<file path="src/rtl/multicycle_controller.sv">
// multicycle_controller: main FSM and ALU decoder of a multicycle RV32I subset core.
module multicycle_controller (
  input  logic       clk,
  input  logic       rst,
  input  logic [6:0] op,
  input  logic [2:0] funct3,
  input  logic       funct7b5,
  input  logic       zero,
  output logic       PCWrite,
  output logic       AdrSrc,
  output logic       MemWrite,
  output logic       IRWrite,
  output logic       RegWrite,
  output logic [1:0] ResultSrc,
  output logic [1:0] ALUSrcA,
  output logic [1:0] ALUSrcB,
  output logic [1:0] ImmSrc,
  output logic [2:0] ALUControl,
  output logic [3:0] state
);
  typedef enum logic [3:0] {
    FETCH = 4'd0, DECODE = 4'd1, MEMADR = 4'd2, MEMREAD = 4'd3, MEMWB = 4'd4, MEMWRITE = 4'd5,
    EXECUTER = 4'd6, EXECUTEI = 4'd7, ALUWB = 4'd8, BEQ = 4'd9, JAL = 4'd10
  } state_t;
  localparam logic [6:0] OP_LW = 7'b0000011, OP_SW = 7'b0100011, OP_R = 7'b0110011,
                         OP_I = 7'b0010011, OP_BEQ = 7'b1100011, OP_JAL = 7'b1101111;
  state_t r_state, w_next;
  logic w_pc_update, w_branch;
  logic [1:0] w_alu_op;
  always_ff @(posedge clk or posedge rst)
    if (rst) r_state <= FETCH;
    else r_state <= w_next;
  assign state = r_state;
  always_comb begin
    w_next = FETCH;
    w_pc_update = 1'b0;
    w_branch = 1'b0;
    w_alu_op = 2'b00;
    AdrSrc = 1'b0;
    MemWrite = 1'b0;
    IRWrite = 1'b0;
    RegWrite = 1'b0;
    ResultSrc = 2'b00;
    ALUSrcA = 2'b00;
    ALUSrcB = 2'b00;
    case (r_state)
      FETCH: begin
        w_next = DECODE;
        IRWrite = 1'b1;
        w_pc_update = 1'b1;
        ALUSrcB = 2'b10;
        ResultSrc = 2'b10;
      end
      DECODE: begin
        ALUSrcA = 2'b01;
        ALUSrcB = 2'b01;
        case (op)
          OP_LW, OP_SW: w_next = MEMADR;
          OP_R:         w_next = EXECUTER;
          OP_I:         w_next = EXECUTEI;
          OP_BEQ:       w_next = BEQ;
          OP_JAL:       w_next = JAL;
          default:      w_next = FETCH;
        endcase
      end
      MEMADR: begin
        w_next = (op == OP_LW) ? MEMREAD : (op == OP_SW) ? MEMWRITE : FETCH;
        ALUSrcA = 2'b10;
        ALUSrcB = 2'b01;
      end
      MEMREAD: begin
        w_next = MEMWB;
        AdrSrc = 1'b1;
      end
      MEMWB: begin
        ResultSrc = 2'b01;
        RegWrite = 1'b1;
      end
      MEMWRITE: begin
        AdrSrc = 1'b1;
        MemWrite = 1'b1;
      end
      EXECUTER: begin
        w_next = ALUWB;
        ALUSrcA = 2'b10;
        w_alu_op = 2'b10;
      end
      EXECUTEI: begin
        w_next = ALUWB;
        ALUSrcA = 2'b10;
        ALUSrcB = 2'b01;
        w_alu_op = 2'b10;
      end
      ALUWB: RegWrite = 1'b1;
      BEQ: begin
        ALUSrcA = 2'b10;
        w_alu_op = 2'b01;
        w_branch = 1'b1;
      end
      JAL: begin
        w_next = ALUWB;
        ALUSrcA = 2'b01;
        ALUSrcB = 2'b10;
        w_pc_update = 1'b1;
      end
      default: w_next = FETCH;
    endcase
  end
  assign PCWrite = w_pc_update | (w_branch & zero);
  assign ImmSrc = (op == OP_SW) ? 2'b01 : (op == OP_BEQ) ? 2'b10 : (op == OP_JAL) ? 2'b11 : 2'b00;
  // sub only for R-type with funct7b5 set; I-type addi ignores bit 30
  logic [2:0] w_alu_dec;
  assign w_alu_dec = (funct3 == 3'b000) ? (({op[5], funct7b5} == 2'b11) ? 3'b001 : 3'b000) :
                     (funct3 == 3'b010) ? 3'b101 :
                     (funct3 == 3'b110) ? 3'b011 :
                     (funct3 == 3'b111) ? 3'b010 : 3'b000;
  assign ALUControl = (w_alu_op == 2'b01) ? 3'b001 : (w_alu_op == 2'b10) ? w_alu_dec : 3'b000;
endmodule

</file>
<file path="config.mk">
export PLATFORM = sky130hd
export DESIGN_NAME = multicycle_controller
export DESIGN_NICKNAME = d
export VERILOG_FILES = /design/src/rtl/multicycle_controller.sv
export SDC_FILE = /design/constraint.sdc
export NUM_CORES = 1
export LEC_CHECK = 0
export BUFFER_PORTS_ARGS = -buffer_cell sky130_fd_sc_hd__buf_2
export CORE_AREA = 3 3 41 43
export DETAILED_ROUTE_END_ITERATION = 10
export DIE_AREA = 0 0 44 46
export GPL_TIMING_DRIVEN = 0
export PLACE_DENSITY_LB_ADDON = 0.12
export REMOVE_ABC_BUFFERS = 1
export SLEW_MARGIN = 0
export SYNTH_ARGS = -nofsm -noshare
export SYNTH_HDL_FRONTEND = slang
export SYNTH_SLANG_ARGS = --single-unit
</file>
<file path="constraint.sdc">
create_clock -name clk -period 3.1 [get_ports clk]
set_input_delay 0 -clock clk [delete_from_list [all_inputs] [get_ports clk]]
set_output_delay 0 -clock clk [all_outputs]
set_load 0.02 [all_outputs]
</file>
==> run_results.csv <==
group,metric,value,unit
drt,firstDrtPassIters,4,
drt,num_vias,605,
worst_setup_path,critPathMaxFanout,18,
clock_network,cts_buffer_depth,2,
drt,via_per_inst,5.127,
placement,dp_hpwl,999.2,µm
global_routing,grt_overflow_total,0,
worst_setup_path,startpoint_type,"flip-flop",
sta,setup_viol,0,
placement,io_buffers,33,
job,maxCapViolCount,0,
final_layout,nets,119,
yosys,async_flop_share,1.000,
floorplanning,initial_core_util,0.3940,
min_path,hp-class,"in -> reg",
yosys,ys_seq_area_frac,0.1905,
sta,fmax,610.6,MHz
clock_network,insertion_delay,0.23,ns
global_routing,grt_pass1_vias,544,
floorplanning,ios,34,
sta,setup_slack,1.462,ns
drt,drt-initial-drc-count,3,
pwr,p_per_area,542.0,nW/µm²
clock_network,cts_tree,"built",
yosys,yosysUniqueCellTypes,28,
clock_network,clk_pin_slew,0.04,ns
global_routing,antenna_found_initial,0,
worst_setup_path,worst-setup-path-type,"reg -> out",
global_routing,grt_first_pass_wirelength,2187,µm
drt,drc,0,
worst_setup_path,worstPathRequired,3.10,ns
yosys,ys_seq_elements,4,
sta,rsz0062_at_grt,"false",
sta,slew_viol_final,0,
worst_setup_path,slowest_delay,0.65,ns
sta,fin_crit,1.638,ns
clock_network,root_buffer,"clkbuf_4",
floorplanning,die-area,2024,µm²
drt,ant_nets,0,
pwr,p_leak,0.3608,nW
yosys,syn_area,525.5,µm²
placement,place_ws,1.664,ns
worst_setup_path,critPathArrivalTime,1.64,ns
worst_setup_path,crit_chain,"nand2b_1 -> o22a_1 -> nor2_1 -> buf_2",
sta,clock-skew-final,0.002068,ns
drt,wirelength,1291,µm
min_path,whs_path_depth,3,
final_layout,largest_reg_flops,4,
worst_setup_path,cp.depth,4,
worst_setup_path,slowest_stage,"dfrtp_1",
sta,setup-tns-final,0,ns
floorplanning,rows,13,
pwr,finalPower,0.3797,mW
worst_setup_path,startpoint,"state[0]$_DFF_PP0_",
pwr,vdd_ir_drop_max,0.1915,mV
worst_setup_path,r2r_cells,3,
final_layout,drive_gt1_frac,0.3883,
yosys,avgSynthCellArea,7.101,µm²
clock_network,cts_num_sinks,4,
yosys,synthCells,74,
final_layout,syn_to_final_growth,33.33,%
worst_setup_path,timing.critical_path.buf_inv,1,
floorplanning,core_area,1334,µm²
worst_setup_path,rr_startpoint,"state[0]$_DFF_PP0_",
global_routing,grt_use_total,0.1425,
worst_setup_path,crit_path_end_kind,"output port",
worst_setup_path,crit_family,"flip-flops",
sta,finalHoldWorstSlack,0.02542,ns
drt,post_drt_wl_per_cell,10.94,µm
clock_network,h-tree-depth,1,
global_routing,grt_start_max_net_pins,19,
min_path,min_from,"op[0]",
floorplanning,die_y,46,µm
clock_network,numCtsBuffers,3,
yosys,synth_edf_count,0,
sta,tightest_slew,0.5091,ns
sta,maxSlewHeadroom,0.6606,
yosys,synth_flop_cell,"dfrtp_1",
sta,hold_viol,0,
run_status,status,"complete, no violations",
sta,period_share,0.5283,
placement,gp_congestion,0.7556,
yosys,yosysWarnings,0,
final_layout,n_antenna_cell,0,
floorplanning,die_w,44,µm
worst register-to-register path, delay by kind of cell, from the launching register on:
| family | cells | cell delay, ns |
|---|---|---|
| compound gates | 1 | 0.38 |
| flops | 1 | 0.55 |
| simple gates | 2 | 0.40 |
stage by stage:
stage / area [µm²] / util / std cells
after floorplan: 484.2 / - / 66
final: 700.7 / 0.5253 / 118
after global routing: 700.7 / 0.5253 / 118
after CTS: 700.7 / 0.5253 / 118
after detailed placement: 668.1 / 0.5009 / 114
after global placement: 668.1 / 0.5009 / 114
kinds of logic (layout without fill, tap and decap cells):
| logic type | Yosys count | after routing | synth area share |
|---|---|---|---|
| xor+xnor | 4 | 4 | 0.06668 |
| flops | 4 | 4 | 0.1905 |
| buf+inv | 11 | 40 | 0.1000 |
| simple gates | 40 | 40 | 0.4286 |
| compound gates | 15 | 15 | 0.2143 |
cell usage after synthesis (all sizes together) (2+ instances only):
cell type  count  area, µm²
xor2           2      17.52
nor3b          4      30.03
nand2          4      15.01
buf            7      37.54
a21oi          3      15.01
nor2b          3      18.77
xnor2          2      17.52
dfrtp          4      100.1
o41ai          2      17.52
nor3           7      46.30
o22a           2      17.52
nor2           9      33.78
nand2b         3      18.77
o21ai          2      10.01
nand4          3      18.77
a31oi          3      18.77
inv            3      11.26
nand3          3      15.01
final cells by class:
type / count / area [µm²]
multi-input cells: 59 / 372.9
inverters: 3 / 11.26
flip-flops and latches: 4 / 100.1
fillers: 141 / 633.1
clock buffers: 3 / 22.52
repair buffers: 34 / 175.2
well taps: 15 / 18.77
report_power, final:
group	total, mW	internal (mW)	switching, mW
logic	0.222	0.0864	0.135
registers	0.0943	0.0598	0.0346
clock network	0.0638	0.0432	0.0205
total	0.380	0.189	0.190
repair_timing:
action / CTS / global route
hold endpoints to repair: 4 / 0
resized for setup: 0 / 0
buffers inserted: 0 / 0
hold buffers: 1 / 0
worst paths after layout:
check	to	slack, ns
setup / recovery	ALUSrcA[0]	1.46
hold reg to reg	state[2]$_DFF_PP0_	0.81
max in group asynchronous	state[2]$_DFF_PP0_	2.77
setup reg to reg	state[1]$_DFF_PP0_	1.65
min in group asynchronous	state[3]$_DFF_PP0_	0.19
hold / removal	state[1]$_DFF_PP0_	0.03
cells in the final DEF (no fill, tap or decap):
master / count
a2111oi_2: 1
a21oi_1: 3
a31oi_1: 3
and2_0: 1
and3_2: 1
and3b_1: 1
buf_2: 33
clkbuf_4: 3
dfrtp_1: 4
dlygate4sd3_1: 1
inv_1: 3
nand2_1: 4
nand2b_1: 3
nand3_1: 3
nand4_1: 3
nor2_1: 9
nor2b_1: 3
nor3_1: 6
nor3_4: 1
nor3b_1: 4
o2111ai_1: 1
o211a_1: 1
o21ai_0: 2
o22a_1: 2
o41ai_1: 2
or2_2: 1
xnor2_1: 2
xor2_1: 2
per-layer routing:
layer  GRT usage  up-vias  share of wire
met5           0        -              0
met4     0.07229        0              0
met3    0.003953        0          0.064
met2      0.2587       19           0.48
met1      0.1702      262           0.45
li1            -      324              -
Power figures use the tool's default switching activity.
